===== src/rtl/pwm_divider_bank_if.sv =====
// Configuration write bus for pwm_divider_bank: valid/ready handshake carrying
// a channel index plus the period, high-time and enable fields for that channel.
interface pwm_divider_bank_if #(
  parameter int CHANNELS = 4,
  parameter int WIDTH    = 16
);
  localparam int CW = (CHANNELS > 1) ? $clog2(CHANNELS) : 1;

  logic             valid;
  logic             ready;
  logic [CW-1:0]    chan;
  logic [WIDTH-1:0] period;
  logic [WIDTH-1:0] high;
  logic             enable;

  modport master (output valid, chan, period, high, enable, input ready);
  modport slave  (input valid, chan, period, high, enable, output ready);
endinterface


===== src/rtl/pwm_divider_bank.sv =====
// Bank of independent counter-based PWM / clock dividers. Writes to a running
// channel are staged in a shadow set and swapped in at the period wrap.
module pwm_divider_bank #(
  parameter int CHANNELS       = 4,
  parameter int WIDTH          = 16,
  parameter int DEFAULT_PERIOD = 390
) (
  input  logic                clock_i,
  input  logic                reset_i,
  pwm_divider_bank_if.slave   cfg,
  output logic [CHANNELS-1:0] pwm_out_o,
  output logic [CHANNELS-1:0] period_tick_o
);
  localparam int CW = (CHANNELS > 1) ? $clog2(CHANNELS) : 1;
  localparam logic [WIDTH-1:0] RST_PER  = WIDTH'(DEFAULT_PERIOD);
  localparam logic [WIDTH-1:0] RST_HIGH = WIDTH'(DEFAULT_PERIOD / 2);

  logic [CHANNELS-1:0] pend_vec;

  // Out-of-range channel indices match no lane, so they stay ready and are dropped.
  always_comb begin
    cfg.ready = 1'b1;
    for (int c = 0; c < CHANNELS; c++)
      if (cfg.chan == CW'(c) && pend_vec[c]) cfg.ready = 1'b0;
  end

  for (genvar c = 0; c < CHANNELS; c++) begin : g_ch
    logic [WIDTH-1:0] per_q, per_d, high_q, high_d, cnt_q, cnt_d;
    logic [WIDTH-1:0] sh_per_q, sh_per_d, sh_high_q, sh_high_d;
    logic             en_q, en_d, sh_en_q, sh_en_d, pend_q, pend_d;
    logic             pwm_q, pwm_d, tick_q, tick_d;
    logic             wr, wrap;

    assign wr   = cfg.valid && cfg.ready && (cfg.chan == CW'(c));
    assign wrap = en_q && (cnt_q == per_q);

    always_comb begin
      per_d     = per_q;
      high_d    = high_q;
      en_d      = en_q;
      sh_per_d  = sh_per_q;
      sh_high_d = sh_high_q;
      sh_en_d   = sh_en_q;
      pend_d    = pend_q;
      cnt_d     = cnt_q;
      pwm_d     = en_q && (cnt_q < high_q);
      tick_d    = wrap;
      if (!en_q) begin
        // Idle channel: nothing to protect, so writes land immediately.
        cnt_d = '0;
        if (wr) begin
          per_d     = cfg.period;
          high_d    = cfg.high;
          en_d      = cfg.enable;
          sh_per_d  = cfg.period;
          sh_high_d = cfg.high;
          sh_en_d   = cfg.enable;
        end
      end else if (wrap) begin
        cnt_d  = '0;
        pend_d = 1'b0;
        if (wr) begin
          per_d     = cfg.period;
          high_d    = cfg.high;
          en_d      = cfg.enable;
          sh_per_d  = cfg.period;
          sh_high_d = cfg.high;
          sh_en_d   = cfg.enable;
        end else if (pend_q) begin
          per_d  = sh_per_q;
          high_d = sh_high_q;
          en_d   = sh_en_q;
        end
      end else begin
        cnt_d = cnt_q + 1'b1;
        if (wr) begin
          sh_per_d  = cfg.period;
          sh_high_d = cfg.high;
          sh_en_d   = cfg.enable;
          pend_d    = 1'b1;
        end
      end
    end

    always_ff @(posedge clock_i) begin
      if (reset_i) begin
        per_q     <= RST_PER;
        high_q    <= RST_HIGH;
        en_q      <= 1'b1;
        sh_per_q  <= RST_PER;
        sh_high_q <= RST_HIGH;
        sh_en_q   <= 1'b1;
        pend_q    <= 1'b0;
        cnt_q     <= '0;
        pwm_q     <= 1'b0;
        tick_q    <= 1'b0;
      end else begin
        per_q     <= per_d;
        high_q    <= high_d;
        en_q      <= en_d;
        sh_per_q  <= sh_per_d;
        sh_high_q <= sh_high_d;
        sh_en_q   <= sh_en_d;
        pend_q    <= pend_d;
        cnt_q     <= cnt_d;
        pwm_q     <= pwm_d;
        tick_q    <= tick_d;
      end
    end

    assign pend_vec[c]      = pend_q;
    assign pwm_out_o[c]     = pwm_q;
    assign period_tick_o[c] = tick_q;
  end
endmodule


===== src/flat_wrapper.sv =====
// flat-port wrapper written by rule: the top's interface ports become plain ports
module pwm_divider_bank_flat 
#(
  parameter int CHANNELS       = 4,
  parameter int WIDTH          = 16,
  parameter int DEFAULT_PERIOD = 390
)
  (clock_i, reset_i, pwm_out_o, period_tick_o, cfg_valid, cfg_chan, cfg_period, cfg_high, cfg_enable, cfg_ready);
  pwm_divider_bank_if #(.CHANNELS(CHANNELS), .WIDTH(WIDTH)) cfg_i ();
  input  logic clock_i;
  input  logic reset_i;
  output logic [CHANNELS-1:0] pwm_out_o;
  output logic [CHANNELS-1:0] period_tick_o;
  input wire logic [$bits(cfg_i.valid)-1:0] cfg_valid;
  input wire logic [$bits(cfg_i.chan)-1:0] cfg_chan;
  input wire logic [$bits(cfg_i.period)-1:0] cfg_period;
  input wire logic [$bits(cfg_i.high)-1:0] cfg_high;
  input wire logic [$bits(cfg_i.enable)-1:0] cfg_enable;
  output wire logic [$bits(cfg_i.ready)-1:0] cfg_ready;
  assign cfg_i.valid = cfg_valid;
  assign cfg_i.chan = cfg_chan;
  assign cfg_i.period = cfg_period;
  assign cfg_i.high = cfg_high;
  assign cfg_i.enable = cfg_enable;
  assign cfg_ready = cfg_i.ready;
  pwm_divider_bank #(.CHANNELS(CHANNELS), .WIDTH(WIDTH), .DEFAULT_PERIOD(DEFAULT_PERIOD)) u_core (.clock_i(clock_i), .reset_i(reset_i), .cfg(cfg_i), .pwm_out_o(pwm_out_o), .period_tick_o(period_tick_o));
endmodule

===== config.mk =====
export PLATFORM = sky130hd
export DESIGN_NAME = pwm_divider_bank_flat
export DESIGN_NICKNAME = d
export VERILOG_FILES = /design/src/rtl/pwm_divider_bank_if.sv /design/src/rtl/pwm_divider_bank.sv /design/src/flat_wrapper.sv
export SDC_FILE = /design/constraint.sdc
export NUM_CORES = 1
export LEC_CHECK = 0
export ABC_AREA = 0
export BUFFER_PORTS_ARGS = -buffer_cell sky130_fd_sc_hd__buf_2
export CORE_ASPECT_RATIO = 1.5
export CORE_MARGIN = 1
export CORE_UTILIZATION = 55
export CTS_BUF_LIST = sky130_fd_sc_hd__clkbuf_4 sky130_fd_sc_hd__clkbuf_8
export DETAILED_ROUTE_END_ITERATION = 7
export PLACE_DENSITY = 0.72
export SETUP_SLACK_MARGIN = 0.1
export SLEW_MARGIN = 20
export SYNTH_ARGS = -nofsm -noshare
export SYNTH_HDL_FRONTEND = slang
export SYNTH_SLANG_ARGS = --single-unit
export TNS_END_PERCENT = 100

===== constraint.sdc =====
create_clock -name clock_i -period 5.4 [get_ports clock_i]
set_input_delay 0.27 -clock clock_i [delete_from_list [all_inputs] [get_ports clock_i]]
set_output_delay 0.27 -clock clock_i [all_outputs]
set_load 0.02 [all_outputs]

# --- Word level (Yosys, flattened, before mapping) ---
# Cells that the tools add are included.
classes:
  addsub: 4
  order_cmp: 4
  n_eq_ne: 15
  mux: 72
  n_bitwise: 4
  reduce_logical: 38
ops:
  columns: ["cell", "count"]
  rows:
  - ["16-bit two-way mux", 40]
  - ["16-bit by 1-bit adder with 16-bit output, second input constant", 4]
  - ["16-bit == test", 4]
  - ["16-bit < comparator", 4]
  - ["1-bit two-way mux", 32]
  - ["1-bit logical AND", 17]
  - ["2-bit nonzero test", 8]
  - ["3-bit by 2-bit != test with 1-bit output, second input constant", 4]
  - ["3-bit AND reduction", 4]
  - ["3-bit OR reduction", 4]
  - ["2-bit != test, second input constant", 4]
  - ["2-bit AND reduction", 4]
  - ["2-bit == test, second input constant", 2]
  - ["1-bit NOT", 4]
  - ["2-bit by 1-bit == test with 1-bit output, second input constant", 1]
  - ["2-bit zero test", 1]
word_totals:
  register_bits: 340
  output_inout_bits: 9

# --- Depth between registers and ports, before layout ---
# Gate-level depths: netlist (run 1).
depth:
  depth_word: 11
  mapped_depth: 9
  ltp_nobuf: 8

# --- Worst setup path after synthesis (run 1) ---
# No wires, ideal clock.
synth_timing:
  path_type: "reg-to-reg"
  startpoint: "reg u_core.g_ch[2].cnt_q[4]"
  endpoint: "reg u_core.g_ch[2].high_q[0]"
  arrival_ns: 1.970
  t_required_ns: 5.272
  slack_ns: 3.302
  path_stages_with_launch: 9
  path_buffers: 2
  synth_period_minus_slack_ns: 2.098
  cell_sequence: "dfxtp_1 > xnor2_1 > nand4_1 > or4_4 > buf_6 > or3_1 > buf_6 > o22ai_2 > a21oi_1"
synth_via:
  elab_chain_cells: 4
  word_cells_on_any_way: 5
synth_rtl:
  columns: ["element", "line_no", "source"]
  rows:
  - ["from (decl)", "pwm_divider_bank.sv:28", "logic [WIDTH-1:0] per_q, per_d, high_q, high_d, cnt_q, cnt_d;"]
  - ["from (signal assigned)", "pwm_divider_bank.sv:105", "cnt_q <= cnt_d;"]
  - ["16-bit == test (*)", "pwm_divider_bank.sv:35", "assign wrap = en_q && (cnt_q == per_q);"]
  - ["1-bit logical AND (*)", "pwm_divider_bank.sv:35", null]
  - ["3-bit by 2-bit != test with 1-bit output (no source line) or 2-bit != test (tied branches)", null, null]
  - ["3-bit AND reduction (no source line) (*)", null, null]
  - ["to (signal assigned)", "pwm_divider_bank.sv:99", "high_q <= high_d;"]
  - ["to (decl)", "pwm_divider_bank.sv:28", null]
# Every way passes the cells marked *; elsewhere a longest branch is shown, timed or not.
# A chain may end at the register's enable or synchronous reset.

# --- Final worst setup path (run 1) ---
layout_timing:
  startpoint: "reg u_core.g_ch[0].cnt_q[1]"
  endpoint: "reg u_core.g_ch[0].per_q[2]"
layout_via:
  elab_chain_cells: 4
  word_cells_on_any_way: 5
layout_rtl:
  columns: ["element", "line_no", "source"]
  rows:
  - ["from (decl)", "pwm_divider_bank.sv:28", null]
  - ["from (signal assigned)", "pwm_divider_bank.sv:105", null]
  - ["16-bit == test (*)", "pwm_divider_bank.sv:35", null]
  - ["1-bit logical AND (*)", "pwm_divider_bank.sv:35", null]
  - ["3-bit by 2-bit != test with 1-bit output (no source line) or 2-bit != test (tied branches)", null, null]
  - ["3-bit AND reduction (no source line) (*)", null, null]
  - ["to (signal assigned)", "pwm_divider_bank.sv:98", "per_q <= per_d;"]
  - ["to (decl)", "pwm_divider_bank.sv:28", null]
# Marked as above.

==> impl_results.rst, run 1 <==
.. list-table::
   :header-rows: 1

   * - Metric
     - Value
   * - Status
     - completed
   * - Layout cell share with drive strength beyond 1
     - 0.0985
   * - Overflow left after global routing
     - 0
   * - Half-perimeter wire length after detailed placement
     - 30100 microns
   * - Unrepaired setup endpoints after global routing
     - no
   * - Util after Layout
     - 0.617
   * - TritonCTS clock tree
     - built
   * - Vias per inst
     - 5.89
   * - Global-route wire length before repair
     - 68500 microns
   * - # H-tree levels
     - 2
   * - Worst Skew
     - 0.0124 ns
   * - Power per cell area
     - 311 mW/mm^2
   * - Initial Utilization
     - 0.559
   * - Wirelength per Cell
     - 20.8 microns
   * - Sequential element share of the synthesized area
     - 0.458
   * - Most instantiated flip-flop cell in the synthesis netlist
     - sky130_fd_sc_hd__dfxtp_1
   * - Nature of the critical path startpoint
     - register
   * - Count of final setup violators
     - 0
   * - Critical Path Sink Type
     - register
   * - Max_slew headroom
     - 0.292
   * - Instance area at placement
     - 0.0152 sq mm
   * - Maximum ir drop on the vdd rail
     - 0.181 mV
   * - Final weighted congestion in routability-driven placement
     - 0.898
   * - Total length of routed wires
     - 44500 microns
   * - Int Power
     - 0.00385 W
   * - Switching power summed over all nets
     - 0.00125 W
   * - Number of buffers added on ports
     - 46
   * - Worst Path Max Fanout
     - 32
   * - Count of flip-flops with a built-in enable after synthesis
     - 0
   * - List of most frequent post-synthesis cells
     - 340 x sky130_fd_sc_hd__dfxtp_1, 320 x sky130_fd_sc_hd__nand2_1, 160 x sky130_fd_sc_hd__nor2_1
   * - Part of the power in the clock network
     - 0.431
   * - Most common cell in the netlist
     - sky130_fd_sc_hd__dfxtp_1
   * - Clock Pin Slew Worst Setup and Hold Paths
     - 0.07 ns
   * - Post-route fraction of the period consumed by the critical path
     - 0.512
   * - Clock tree root driver cell
     - sky130_fd_sc_hd__clkbuf_8
   * - Comb pwr share
     - 0.060
   * - Worst Max-Slew Pin Slew
     - 1.06 ns
   * - Synth area leaders
     - sky130_fd_sc_hd__dfxtp_1 46%, sky130_fd_sc_hd__nand2_1 8.1%, sky130_fd_sc_hd__a221o_1 5.5%
   * - Register-to-Register Setup Slack
     - 2.63 ns
   * - Number of rows in the core area
     - 73
   * - Synthesized area
     - 0.0149 sq mm
   * - Boundary Pins
     - 47
   * - Router iterations before antenna repair
     - 5
   * - Async set or reset register ratio after synthesis
     - 0
   * - Post-synthesis register bit count
     - 340
   * - Total negative slack
     - 0 ns
   * - Total of cells resized after clock tree synthesis
     - 0
   * - Total inserted antenna cells
     - 0
   * - Portion of total power attributed to sequential cells
     - 0.509
   * - Die outline height
     - 203 microns
   * - Final standard cell area without fillers
     - 0.0164 sq mm
   * - Post-layout nets
     - 1862
   * - Final count of pins violating max slew
     - 0
   * - Number of hold violations in the final report
     - 0
   * - Die W
     - 136 microns
   * - Static leakage
     - 6.74 nW
   * - Crit path required time
     - 5.86 ns
   * - Floorplan core area
     - 0.0266 sq mm
   * - Worst setup path class
     - reg2reg
   * - Worst path arrival time
     - 3.23 ns
   * - Cells after Synth
     - 1739
   * - Cell accounting for the most synthesized area
     - sky130_fd_sc_hd__dfxtp_1
   * - Post-Place Setup Slack
     - 2.69 ns
   * - Maximum number of pins on one net before global-route repair
     - 63
   * - Clock Path Buffers
     - 3
   * - Number of nets with antenna violations after routing
     - 0
   * - Number of distinct standard cells referenced by the synthesized netlist
     - 44
   * - Highest clock rate
     - 0.361 GHz
   * - Proportion of total power due to net switching
     - 0.246
   * - Time the worst path needs with I/O delays and setup
     - 2.77 ns
   * - PnR worst setup slack
     - 2.63 ns
   * - TritonCTS Buffers
     - 50
   * - Syn nets
     - 1841
   * - Max-cap violation count
     - 0
   * - Yosys warning count
     - 0
   * - Initial antenna violation count
     - 0
   * - Clock insertion delay at the later pin of the skew report
     - 0.59 ns
   * - Area fraction of the dominant cell type after synthesis
     - 0.458
   * - Vias post-DR
     - 12600
   * - Gr usage total
     - 0.330
   * - Area growth from synthesis to layout
     - 10.2%
   * - Type of the most critical hold path
     - in2reg
   * - Via count of the first global-routing pass
     - 12000
   * - Area of the die
     - 0.0277 sq mm
   * - TritonCTS sink count
     - 340
   * - Post-synthesis average cell area
     - 8.55 sq um
   * - Remaining routing DRC violations
     - 0
   * - DR iter-0 viols
     - 916
[timing repair]
item                      CTS  global route
hold endpoints to repair   17             0
setup buffers               0             0
hold buffers                8             0
[power by group through the flow]
stage	Clock (W)	Combinational, W	Sequential, W
2_1_floorplan	0	0.000167	0.00264
3_3_place_gp	0	0.000290	0.00265
3_5_place_dp	0	0.000295	0.00265
4_1_cts	0.00222	0.000300	0.00259
5_1_grt	0.00232	0.000326	0.00260
6_report	0.00220	0.000307	0.00260
[worst paths after layout]
check | depth (start not counted) | start | to
worst max-delay path | 6 | u_core.g_ch[0].cnt_q[1]$_SDFF_PP0_ | u_core.g_ch[0].per_q[2]$_SDFFE_PP1P_
worst min-delay path | 3 | cfg_high[4] | u_core.g_ch[2].sh_high_q[4]$_SDFFE_PP0P_
worst max register to register | 6 | u_core.g_ch[0].cnt_q[1]$_SDFF_PP0_ | u_core.g_ch[0].per_q[2]$_SDFFE_PP1P_
worst min register to register | 2 | u_core.g_ch[0].sh_per_q[3]$_SDFFE_PP0P_ | u_core.g_ch[0].sh_per_q[3]$_SDFFE_PP0P_
[cell usage in the layout (no fill, tap or decap), drive strengths merged, types with 27 or more instances in the layout]
cell type	netlist	layout
buf	29	64
clkbuf	74	82
a221o	81	81
a21oi	157	157
inv	91	91
dfxtp	340	340
nand4	27	27
nor2	160	160
o22ai	28	28
xor2	47	47
ha	64	64
nand2	320	320
nand3	32	32
nand3b	32	32
xnor2	69	69
nand2b	33	33
[cell type report]
cell class                 count  area, sq um
clock inverter                 7         37.5
timing repair buffer          72          448
inverter                      91          342
fill                        2351        10200
sequential                   340         6810
tap                          337          422
clock buffer                  82         1030
multi-input combinational   1205         7300
[state kept, by name, indices dropped and copies added (netlist names)]
name / flops
u_core.g_ch.sh_high_q: 64
u_core.g_ch.cnt_q: 64
u_core.g_ch.sh_per_q: 64
u_core.g_ch.pend_q: 4
u_core.g_ch.high_q: 64
u_core.g_ch.pwm_q: 4
u_core.g_ch.en_q: 4
u_core.g_ch.per_q: 64
u_core.g_ch.sh_en_q: 4
u_core.g_ch.tick_q: 4
[logic make-up (layout without fill, tap and decap cells)]
group | count (synthesis) | in the layout | synth area share
simple gates | 673 | 673 | 0.204
compound gates | 352 | 352 | 0.163
flops | 340 | 340 | 0.458
buf+inv | 194 | 252 | 0.0529
xor+xnor | 116 | 116 | 0.0683
fa+ha+maj | 64 | 64 | 0.0539
[through the flow]
step,hold slack (ns),instances,power [W]
2_1_floorplan,0.391,1739,0.00281
3_3_place_gp,0.441,2037,0.00294
3_5_place_dp,0.447,2037,0.00294
4_1_cts,0.00330,2134,0.00512
5_1_grt,0.0141,2134,0.00525
6_report,0.0288,2134,0.00510
[worst max-delay path: stages, from the launching register on]
cell and delay [ns]:
sky130_fd_sc_hd__dfxtp_1 0.42, sky130_fd_sc_hd__xnor2_1 0.18, sky130_fd_sc_hd__nand4_1 0.15, sky130_fd_sc_hd__o41ai_1 0.54
sky130_fd_sc_hd__nand2_1 0.75, sky130_fd_sc_hd__o32ai_1 0.52, sky130_fd_sc_hd__a21oi_1 0.07
[layer usage]
layer / vias to the layer above / track usage / routed length [microns]
met5: - / 0 / 0
met3: 118 / 0.0532 / 2930
li1: 6004 / - / -
met2: 460 / 0.540 / 21000
met4: 0 / 0.206 / 2960
met1: 5989 / 0.402 / 17600
Note: power is estimated with default switching activity, not from simulation.
==> inputs of run 2 (changes only) <==
Clock period 5.4 ns to 2.6 ns, I/O delays scaled along.
==> run 2 against run 1 <==
Compared with the run above:
- total power is 110% higher
- critical path type unchanged
- highest routed layer unchanged
- wire length up 0.56%
- sequential power increased by 110%
- via count rose by 3.2%
==> impl_results.rst, run 2 (synthesized netlist as in run 1, its figures left out) <==
.. list-table::
   :header-rows: 1

   * - Metric
     - Value
   * - Status
     - completed (unchanged)
   * - Total length of routed wires
     - 44700 microns (was 44500 microns)
   * - Die outline height
     - 203 microns (unchanged)
   * - Via count of the first global-routing pass
     - 12300 (was 12000)
   * - Nature of the critical path startpoint
     - register (unchanged)
   * - Initial antenna violation count
     - 0 (unchanged)
   * - Instance area at placement
     - 0.0156 sq mm (was 0.0152 sq mm)
   * - Unrepaired setup endpoints after global routing
     - no (unchanged)
   * - Total inserted antenna cells
     - 0 (unchanged)
   * - Overflow left after global routing
     - 0 (unchanged)
   * - Crit path required time
     - 3.07 ns (was 5.86 ns)
   * - Worst path arrival time
     - 2.79 ns (was 3.23 ns)
   * - Number of buffers added on ports
     - 46 (unchanged)
   * - Post-CTS Setup Repair Bufs
     - 0 (unchanged)
   * - Floorplan core area
     - 0.0266 sq mm (unchanged)
   * - Clock tree root driver cell
     - sky130_fd_sc_hd__clkbuf_8 (unchanged)
   * - Count of final setup violators
     - 0 (unchanged)
   * - Total of cells resized after clock tree synthesis
     - 0 (unchanged)
   * - Worst Skew
     - 0.0204 ns (was 0.0124 ns)
   * - Ordered list of cells on the worst path
     - xnor2_1 > nand4_1 > or4_4 > or3_1 > o22ai_2 > a21oi_1 (was xnor2_1 > nand4_1 > o41ai_1 > nand2_1 > o32ai_1 > a21oi_1)
   * - Fill cell total of the finished layout
     - 2261 (was 2351)
   * - Peak per-stage delay on the critical path
     - 0.59 ns (was 0.75 ns)
   * - TritonCTS sink count
     - 340 (unchanged)
   * - Critical Path Sink Type
     - register (unchanged)
   * - Max_slew headroom
     - 0.461 (was 0.292)
   * - Clock insertion delay at the later pin of the skew report
     - 0.60 ns (was 0.59 ns)
   * - Int Power
     - 0.00792 W (was 0.00385 W)
   * - Final count of pins violating max slew
     - 0 (unchanged)
   * - Hold-fix buffers at CTS
     - 33 (was 8)
   * - Comb pwr share
     - 0.066 (was 0.060)
   * - Number of nets with antenna violations after routing
     - 0 (unchanged)
   * - Area growth from synthesis to layout
     - 14.0% (was 10.2%)
   * - Commonest cells after routing, fill and taps aside
     - 340 x sky130_fd_sc_hd__dfxtp_1, 320 x sky130_fd_sc_hd__nand2_1, 160 x sky130_fd_sc_hd__nor2_1, 154 x sky130_fd_sc_hd__a21oi_1, 91 x sky130_fd_sc_hd__inv_1 (unchanged)
   * - Boundary Pins
     - 47 (unchanged)
   * - Final standard cell area without fillers
     - 0.0169 sq mm (was 0.0164 sq mm)
   * - Worst setup path class
     - reg2reg (unchanged)
   * - Gr usage total
     - 0.331 (was 0.330)
   * - TritonCTS Buffers
     - 50 (unchanged)
   * - Commonest non-fill, non-tap cell in the layout
     - sky130_fd_sc_hd__dfxtp_1 (unchanged)
   * - Max-cap violation count
     - 0 (unchanged)
   * - Global-route wire length before repair
     - 69100 microns (was 68500 microns)
   * - Router iterations before antenna repair
     - 6 (was 5)
   * - Final weighted congestion in routability-driven placement
     - 0.937 (was 0.898)
   * - # H-tree levels
     - 2 (unchanged)
   * - TritonCTS clock tree
     - built (unchanged)
   * - Vias per inst
     - 5.90 (was 5.89)
   * - Switching power summed over all nets
     - 0.00256 W (was 0.00125 W)
   * - Initial Utilization
     - 0.559 (unchanged)
   * - Worst Max-Slew Pin Slew
     - 0.807 ns (was 1.06 ns)
   * - Maximum ir drop on the vdd rail
     - 0.356 mV (was 0.181 mV)
   * - Die W
     - 136 microns (unchanged)
   * - Standard cell with the maximum stage delay on the critical path
     - sky130_fd_sc_hd__or4_4 (was sky130_fd_sc_hd__nand2_1)
   * - Post-layout nets
     - 1930 (was 1862)
   * - Total negative slack
     - 0 ns (unchanged)
   * - Time the worst path needs with I/O delays and setup
     - 2.32 ns (was 2.77 ns)
   * - DR iter-0 viols
     - 1130 (was 916)
   * - Layout cell share with drive strength beyond 1
     - 0.116 (was 0.0985)
   * - Power per cell area
     - 619 mW/mm^2 (was 311 mW/mm^2)
   * - Clock Pin Slew Worst Setup and Hold Paths
     - 0.06 ns (was 0.07 ns)
   * - Highest clock rate
     - 0.432 GHz (was 0.361 GHz)
   * - Proportion of total power due to net switching
     - 0.244 (was 0.246)
   * - Number of hold violations in the final report
     - 0 (unchanged)
   * - Portion of total power attributed to sequential cells
     - 0.514 (was 0.509)
   * - Type of the most critical hold path
     - in2reg (unchanged)
   * - Clock Path Buffers
     - 3 (unchanged)
   * - Area of the die
     - 0.0277 sq mm (unchanged)
   * - Maximum number of pins on one net before global-route repair
     - 57 (was 63)
   * - Static leakage
     - 7.04 nW (was 6.74 nW)
   * - Vias post-DR
     - 13000 (was 12600)
   * - Part of the power in the clock network
     - 0.420 (was 0.431)
   * - Half-perimeter wire length after detailed placement
     - 31100 microns (was 30100 microns)
   * - Number of rows in the core area
     - 73 (unchanged)
   * - Worst Path Max Fanout
     - 8 (was 32)
   * - Wirelength per Cell
     - 20.4 microns (was 20.8 microns)
   * - Post-route fraction of the period consumed by the critical path
     - 0.891 (was 0.512)
   * - Remaining routing DRC violations
     - 0 (unchanged)
run 2: cell type report:
| type | instances | area, sq um | share of cell area |
|---|---|---|---|
| Multi-Input combinational cell | 1205 | 7310 | 0.432 |
| Clock inverter | 5 | 27.5 | 0.00162 |
| Sequential cell | 340 | 6810 | 0.402 |
| Inverter | 91 | 342 | 0.0202 |
| Timing Repair Buffer | 140 | 1050 | 0.0617 |
| Clock buffer | 79 | 987 | 0.0583 |
| Tap cell | 337 | 422 | 0.0249 |
run 2: power groups by stage:
stage	logic, W	registers (W)	clock network [W]
6_report	0.000693	0.00539	0.00441
4_1_cts	0.000675	0.00539	0.00446
3_5_place_dp	0.000635	0.00550	0
3_3_place_gp	0.000624	0.00550	0
2_1_floorplan	0.000346	0.00548	0
5_1_grt	0.000733	0.00540	0.00469
run 2: worst paths after layout:
path,from,endpoint,cells after the start,slack [ns]
worst max-delay path,u_core.g_ch[2].cnt_q[4]$_SDFF_PP0_,u_core.g_ch[2].high_q[0]$_SDFFE_PP1P_,6,0.28
worst min-delay path,reset_i,u_core.g_ch[3].sh_per_q[15]$_SDFFE_PP0P_,2,0.09
worst max register to register,u_core.g_ch[2].cnt_q[4]$_SDFF_PP0_,u_core.g_ch[2].high_q[0]$_SDFFE_PP1P_,6,0.28
worst min register to register,u_core.g_ch[1].high_q[0]$_SDFFE_PP1P_,u_core.g_ch[1].high_q[0]$_SDFFE_PP1P_,2,0.45
run 2: critical path: cells and delay by family, from the launching register on:
| family | cells | cell delay, ns |
|---|---|---|
| XOR/XNOR | 1 | 0.15 |
| flip-flops | 1 | 0.46 |
| AND/OR/NAND/NOR | 3 | 1.31 |
| AO/OA/AOI/OAI | 2 | 0.28 |
run 2: per-stage QoR:
stage	total power, W	instances	utilization	setup WS [ns]	hold slack, ns
floorplan	0.00583	1739	-	0.502	0.251
global placement	0.00612	2080	0.586	0.342	0.440
detailed placement	0.00613	2080	0.587	0.296	0.444
CTS	0.0105	2197	0.637	0.287	0.0508
global route	0.0108	2197	0.638	0.132	0.0966
finish	0.0105	2197	0.638	0.284	0.0906
run 2: metal layers:
layer  share of wire  vias to the layer above  GRT usage
li1                -                     6112          -
met1            0.39                     6198      0.414
met2            0.46                      515      0.533
met3           0.069                      145     0.0413
met4           0.071                        0      0.219
met5               0                        -          0
